==> src/rtl/clk_div_ctrl.sv <==
// Programmable glitch-free clock divider with valid/ready reconfiguration.
// Ratio/enable changes are deferred to a falling edge of div_clk so consumers never see runt pulses.
module clk_div_ctrl #(
  parameter int unsigned DIV_W        = 8,
  parameter int unsigned DEFAULT_HALF = 4,
  parameter bit          RESET_RUN    = 1'b1
) (
  input  logic             clk,
  input  logic             reset,
  input  logic             cfg_valid,
  output logic             cfg_ready,
  input  logic [DIV_W-1:0] cfg_half,
  input  logic             cfg_enable,
  output logic             div_clk,
  output logic             rise_pulse,
  output logic             fall_pulse,
  output logic             running,
  output logic [DIV_W-1:0] cur_half
);

  typedef enum logic [1:0] {
    ST_STOP = 2'd0,
    ST_RUN  = 2'd1,
    ST_PEND = 2'd2
  } state_t;

  localparam logic [DIV_W-1:0] RST_HALF  = (DEFAULT_HALF == 0) ? DIV_W'(1) : DIV_W'(DEFAULT_HALF);
  localparam state_t           RST_STATE = RESET_RUN ? ST_RUN : ST_STOP;

  // A zero half-period would never toggle; treat it as 1.
  function automatic logic [DIV_W-1:0] clamp_half(input logic [DIV_W-1:0] h);
    return (h == '0) ? DIV_W'(1) : h;
  endfunction

  state_t           state, state_n;
  logic [DIV_W-1:0] count, count_n;
  logic [DIV_W-1:0] half_n;
  logic [DIV_W-1:0] sh_half, sh_half_n;
  logic             sh_enable, sh_enable_n;
  logic             div_n, rise_n, fall_n;
  logic             accept_c, last_c;

  assign accept_c = cfg_valid && cfg_ready;
  assign last_c   = (count == (cur_half - DIV_W'(1)));

  // Next-state, counter and shadow-config logic
  always_comb begin
    state_n     = state;
    count_n     = count;
    div_n       = div_clk;
    rise_n      = 1'b0;
    fall_n      = 1'b0;
    half_n      = cur_half;
    sh_half_n   = sh_half;
    sh_enable_n = sh_enable;

    case (state)
      ST_STOP: begin
        count_n = '0;
        div_n   = 1'b0;
        if (accept_c) begin
          half_n = clamp_half(cfg_half);
          if (cfg_enable) begin
            state_n = ST_RUN;
          end
        end
      end

      ST_RUN, ST_PEND: begin
        if (last_c) begin
          count_n = '0;
          div_n   = ~div_clk;
          rise_n  = ~div_clk;
          fall_n  = div_clk;
        end else begin
          count_n = count + DIV_W'(1);
        end

        if (state == ST_RUN) begin
          if (accept_c) begin
            sh_half_n   = cfg_half;
            sh_enable_n = cfg_enable;
            state_n     = ST_PEND;
          end
        end else if (last_c && div_clk) begin
          // Shadowed config lands only on a falling toggle, after a full high phase
          half_n  = clamp_half(sh_half);
          state_n = sh_enable ? ST_RUN : ST_STOP;
        end
      end

      default: begin
        state_n = ST_STOP;
        count_n = '0;
        div_n   = 1'b0;
      end
    endcase
  end

  // State and output registers
  always_ff @(posedge clk) begin
    if (reset) begin
      state      <= RST_STATE;
      count      <= '0;
      div_clk    <= 1'b0;
      rise_pulse <= 1'b0;
      fall_pulse <= 1'b0;
      cur_half   <= RST_HALF;
      sh_half    <= '0;
      sh_enable  <= 1'b0;
      cfg_ready  <= 1'b1;
      running    <= RESET_RUN;
    end else begin
      state      <= state_n;
      count      <= count_n;
      div_clk    <= div_n;
      rise_pulse <= rise_n;
      fall_pulse <= fall_n;
      cur_half   <= half_n;
      sh_half    <= sh_half_n;
      sh_enable  <= sh_enable_n;
      cfg_ready  <= (state_n != ST_PEND);
      running    <= (state_n != ST_STOP);
    end
  end

endmodule

==> config.mk <==
export PLATFORM = sky130hd
export DESIGN_NAME = clk_div_ctrl
export DESIGN_NICKNAME = d
export VERILOG_FILES = /design/src/rtl/clk_div_ctrl.sv
export SDC_FILE = /design/constraint.sdc
export NUM_CORES = 1
export LEC_CHECK = 0
export ABC_AREA = 1
export CAP_MARGIN = 10
export CORE_MARGIN = 5
export CORE_UTILIZATION = 39
export CTS_BUF_LIST = sky130_fd_sc_hd__clkbuf_8
export DETAILED_ROUTE_END_ITERATION = 12
export PLACE_DENSITY = 0.66
export SLEW_MARGIN = 30
export SYNTH_ARGS = -nofsm -noshare
export SYNTH_HDL_FRONTEND = slang
export SYNTH_SLANG_ARGS = --single-unit
==> constraint.sdc <==
create_clock -name clk -period 3.9 [get_ports clk]
set_input_delay 0.39 -clock clk [delete_from_list [all_inputs] [get_ports clk]]
set_output_delay 0.39 -clock clk [all_outputs]
set_load 0.05 [all_outputs]
# Word level (Yosys, flattened, before mapping)
# Index checks and enable logic that the tools add are counted.
op_classes:
  add_sub_neg: 2
  n_mul: 0
  div_mod_pow: 0
  magnitude_cmp: 0
  n_eq_ne: 7
  n_shift: 0
  muxes: 13
  bitwise: 3
  n_reduce_logical: 13
op_table:
  columns: ["cell", "count"]
  rows:
  - ["two-way mux 8 bit", 5]
  - ["zero test 8 bit", 2]
  - ["case mux 8 bit (2 select lines)", 1]
  - ["two-way mux 2 bit", 5]
  - ["adder 8 x 1 -> 8 bit, second input constant", 1]
  - ["== test 8 bit", 1]
  - ["!= test 2 bit, second input constant", 4]
  - ["subtractor 8 x 1 -> 8 bit, second input constant", 1]
  - ["OR reduction 3 bit", 2]
  - ["case mux 2 bit (2 select lines)", 1]
  - ["AND reduction 4 bit", 1]
  - ["nonzero test 2 bit", 2]
  - ["OR reduction 2 bit", 2]
  - ["inverter 1 bit", 3]
  - ["AND reduction 3 bit", 1]
  - ["== test 2 x 1 -> 1 bit, second input constant", 1]
  - ["== test 2 bit, second input constant", 1]
  - ["logical AND 1 bit", 2]
  - ["zero test 2 bit", 1]
  - ["two-way mux 1 bit", 1]
totals:
  regBits: 32
  latch_bits: 0
  mem_bits_rw: 0
  romBits: 0
  in_bits: 12
  word_cells: 48
  memories: 0

# Logic depth before layout (Yosys ltp)
logic_depth:
  ltp_word: 7
  mapped_depth: 17
  ltp_nobuf: 17

# Least setup slack after synthesis
# OpenSTA, ideal clock, no wires.
synth_timing:
  kind: "reg2reg"
  start: "reg cur_half[0]"
  end: "reg cur_half[7]"
  setup_ns: 0.141
  arrival_ns: 2.186
  required_time_ns: 3.759
  setup_slack_ns: 1.574
  path_stages_with_launch: 15
  period_less_slack_ns: 2.326
  path_cell_list: "dfxtp_1 inv_2 ha_1 inv_1 nand2_1 nand2_1 nor2_1 nand4_1 nor2_4 nand4_4 nand2_4 o211ai_4 buf_6 nor2_1 a211oi_2"
synth_between:
  elab_chain_len: 5
synth_lines:
  columns: ["element", "line_no", "source"]
  rows:
  - ["start, declared", "18", "output logic [DIV_W-1:0] cur_half"]
  - ["start signal, assigned", "119", "cur_half <= half_n;"]
  - ["subtractor 8 x 1 -> 8 bit", "44", "assign last_c = (count == (cur_half - DIV_W'(1)));"]
  - ["== test 8 bit", "44", null]
  - ["logical AND 1 bit", "85", "end else if (last_c && div_clk) begin"]
  - ["!= test 2 bit (no line)", null, null]
  - ["AND reduction 4 bit (no line)", null, null]
# Every way passes these cells.
# A chain may end at the register's enable or synchronous reset.

# Worst setup path after layout
layout_timing:
  start: "reg cur_half[0]"
  end: "reg cur_half[0]"
# The elaborated chain is that of the path after synthesis.

==> flow_summary.json <==
{
  "slew_headroom": 0.6238,
  "grt_overflow": 0,
  "wl_per_cell_um": 11.11,
  "die_area_um2": 6024,
  "die_w_um": 77.62,
  "cp.arrival_ns": 2.34,
  "core_area_um2": 4384,
  "slew_violations": 0,
  "maxCapViolCount": 0,
  "synth_most_common_cell": "nand2_1",
  "worst_path_max_delay_cell": "dfxtp_1",
  "crit_chain": "inv_2 > ha_1 > inv_1 > nand2_1 > nand2_1 > nor2_1 > nand4_1 > nor2_4 > nand4_4 > nand2_4 > o211ai_4 > o21ai_0 > a21oi_1",
  "ioPinCount": 25,
  "rsz0062_at_grt": "no",
  "synth_ff_type": "dfxtp_1",
  "root_buffer": "clkbuf_8",
  "synth_common_cells": "66 x nand2_1, 42 x nor2_1, 34 x inv_1, 32 x dfxtp_1, 16 x nand3_1",
  "fmaxAchievable_mhz": 459.0,
  "synth-compound-area-share": 0.1270,
  "whs_ns": 0.4688,
  "ys_ff_latch": 32,
  "wl_met1_um": 1773,
  "synthAdderAreaFrac": 0.03509,
  "synth_top_family_by_area": "simple AND/OR/NAND/NOR gates",
  "netlist_area_um2": 1783,
  "p_per_area_nw_per_um2": 930.7,
  "vias_per_cell": 4.862,
  "num_rows": 24,
  "setup.worst_path.class": "reg2reg",
  "hp-class": "reg2reg",
  "leakage_nw": 0.9688,
  "finalHoldViolCount": 0,
  "combPwrFrac": 0.590,
  "synth_top_area_frac": 0.3593,
  "grt_usage": 0.1322,
  "ys_seq_area_frac": 0.3593,
  "power_frac_clock": 0.131,
  "clkSinkCount": 32,
  "routed_wl_um": 3778,
  "numCtsBuffers": 5,
  "critPathMaxFanout": 16,
  "highest_layer": "met4",
  "p_sw_frac": 0.5113,
  "grt_pass1_vias": 1553,
  "diodes": 0,
  "fill_cells": 439,
  "p_switching_mw": 1.023,
  "status": "finished clean",
  "drtAntennaViolNets": 0,
  "fin_tns_setup_ns": 0,
  "holdBufCountCts": 0,
  "dr_wl_met3_um": 163,
  "wl_met2_um": 1772,
  "ctsHtreeMaxLevel": 2,
  "cp-start-kind": "register",
  "synth-edff-count": 0,
  "cpMostUsedCell": "nand2_1",
  "period_needed_ns": 2.179,
  "ir_worst_vdd_mv": 0.4117,
  "post-route-period-util": 0.5586,
  "synthTopCellsByArea": "dfxtp_1 36%, nand2_1 14%, nor2_1 8.8%, inv_1 7.2%, nand3_1 4.5%",
  "insertion_delay_ns": 0.28,
  "grt_max_degree": 18,
  "syn_area_per_cell_um2": 6.805,
  "drcViolationCount": 0,
  "yosysUniqueCellTypes": 29,
  "setup_viol": 0,
  "layout.nets": 304,
  "synth_simple_gate_area_frac": 0.3565,
  "netlist_instances": 262,
  "synth.largest_area_cell": "dfxtp_1",
  "fin_ws_ns": 1.721,
  "synth_fp_nets": 279,
  "grt_pass1_wl_um": 6561,
  "cts.path.max_buffers": 2,
  "synth_xor_area_frac": 0.02456,
  "antenna_found_initial": 0,
  "worstPathRequired_ns": 4.06,
  "path_clk_slew_ns": 0.07,
  "drt_iter0_drc": 69,
  "firstDrtPassIters": 4,
  "post_cts_resized": 0,
  "finClkSkew_ns": 0.004402,
  "cts_setup_buffers": 0,
  "ys.warnings.count": 0,
  "worst_slew_pin_slew_ns": 0.5643,
  "cts_tree": "built",
  "die_h_um": 77.62,
  "syn2layout_area_growth_pct": 20.56,
  "initial_utilization": 0.4067,
  "async_flop_share": 0,
  "cpPeakStageDelay_ns": 0.36,
  "place.gp.congestion": 0.8323,
  "power.internal_uw": 977.8,
  "vias": 1653,
  "pre_cts_ws_ns": 1.723,
  "pwr-share-seq": 0.280,
  "cp-end-kind": "register",
  "layout-drive-gt1-share": 0.08681,
  "synth_mux_area_frac": 0,
  "port-buffer-count": 24,
  "hpwl_um": 2940
}
stage by stage:
stage / util / power (mW) / instance area (um2) / std cells
2_1_floorplan: - / 1.485 / 1783 / 262
3_3_place_gp: 0.4692 / 1.733 / 2057 / 332
3_5_place_dp: 0.4692 / 1.746 / 2057 / 332
4_1_cts: 0.4903 / 2.017 / 2150 / 340
5_1_grt: 0.4903 / 2.185 / 2150 / 340
6_report: 0.4903 / 2.001 / 2150 / 340
critical path, delay by kind of cell (launching register included):
family / cells / cell delay (ns)
DFF: 1 / 0.36
AOI/OAI and AO/OA: 3 / 0.46
and+or+nand+nor: 7 / 0.80
buffers and inverters: 2 / 0.13
adders and majority gates: 1 / 0.30
routing by layer:
layer  vias up  GRT usage
met5         -          0
met4         0    0.04983
met3         9    0.03819
met2        29     0.2262
met1       731     0.1551
li1        884          -
cell families (layout without fill, tap and decap cells):
kind of cell	after synthesis	in the layout
AOI/OAI and AO/OA	32	32
xor gates and xnor gates	5	5
adders and majority gates	5	5
buffers and inverters	44	70
DFF	32	32
and+or+nand+nor	144	144
cells in the final DEF (no fill, tap or decap), types with 4 or more instances in the layout:
| cell type | n |
|---|---|
| ha_1 | 5 |
| nand3_1 | 16 |
| a211oi_2 | 6 |
| xor2_1 | 4 |
| o21ai_0 | 15 |
| nor3_1 | 4 |
| clkbuf_8 | 6 |
| dfxtp_1 | 32 |
| nand4_1 | 4 |
| nor2_1 | 42 |
| inv_1 | 34 |
| inv_2 | 4 |
| clkdlybuf4s50_1 | 24 |
| a21oi_1 | 7 |
| nand2_1 | 66 |
power groups by stage:
| stage | logic, mW | registers, mW | clock network, mW |
|---|---|---|---|
| after CTS | 1.19 | 0.558 | 0.272 |
| after detailed placement | 1.18 | 0.565 | 0 |
| after global placement | 1.17 | 0.565 | 0 |
| final | 1.18 | 0.560 | 0.261 |
| after floorplan | 0.764 | 0.720 | 0 |
| after global routing | 1.32 | 0.574 | 0.288 |
flip-flops by register name, indices dropped and copies added, names as in the netlist, 2 cells and up:
name / flops
sh_half: 8
cur_half: 8
state: 2
count: 8
layout make-up:
type	instances	area, um2	area share
multi-input cells	186	968.4	0.4505
flip-flops and latches	32	640.6	0.2980
clock inverters	2	10.01	0.004657
well taps	52	65.06	0.03027
repair buffers	24	240.2	0.1118
inverters	38	142.6	0.06636
clock buffers	6	82.58	0.03842
worst paths after layout:
check / start / to / slack, ns / cells after the start
setup / recovery: cur_half[0] / cur_half[0] / 1.72 / 13
hold / removal: count[0] / count[0] / 0.47 / 1
setup reg to reg: cur_half[0] / cur_half[0] / 1.72 / 13
hold reg to reg: count[0] / count[0] / 0.47 / 1
Note: power is estimated with default switching activity, not from simulation.
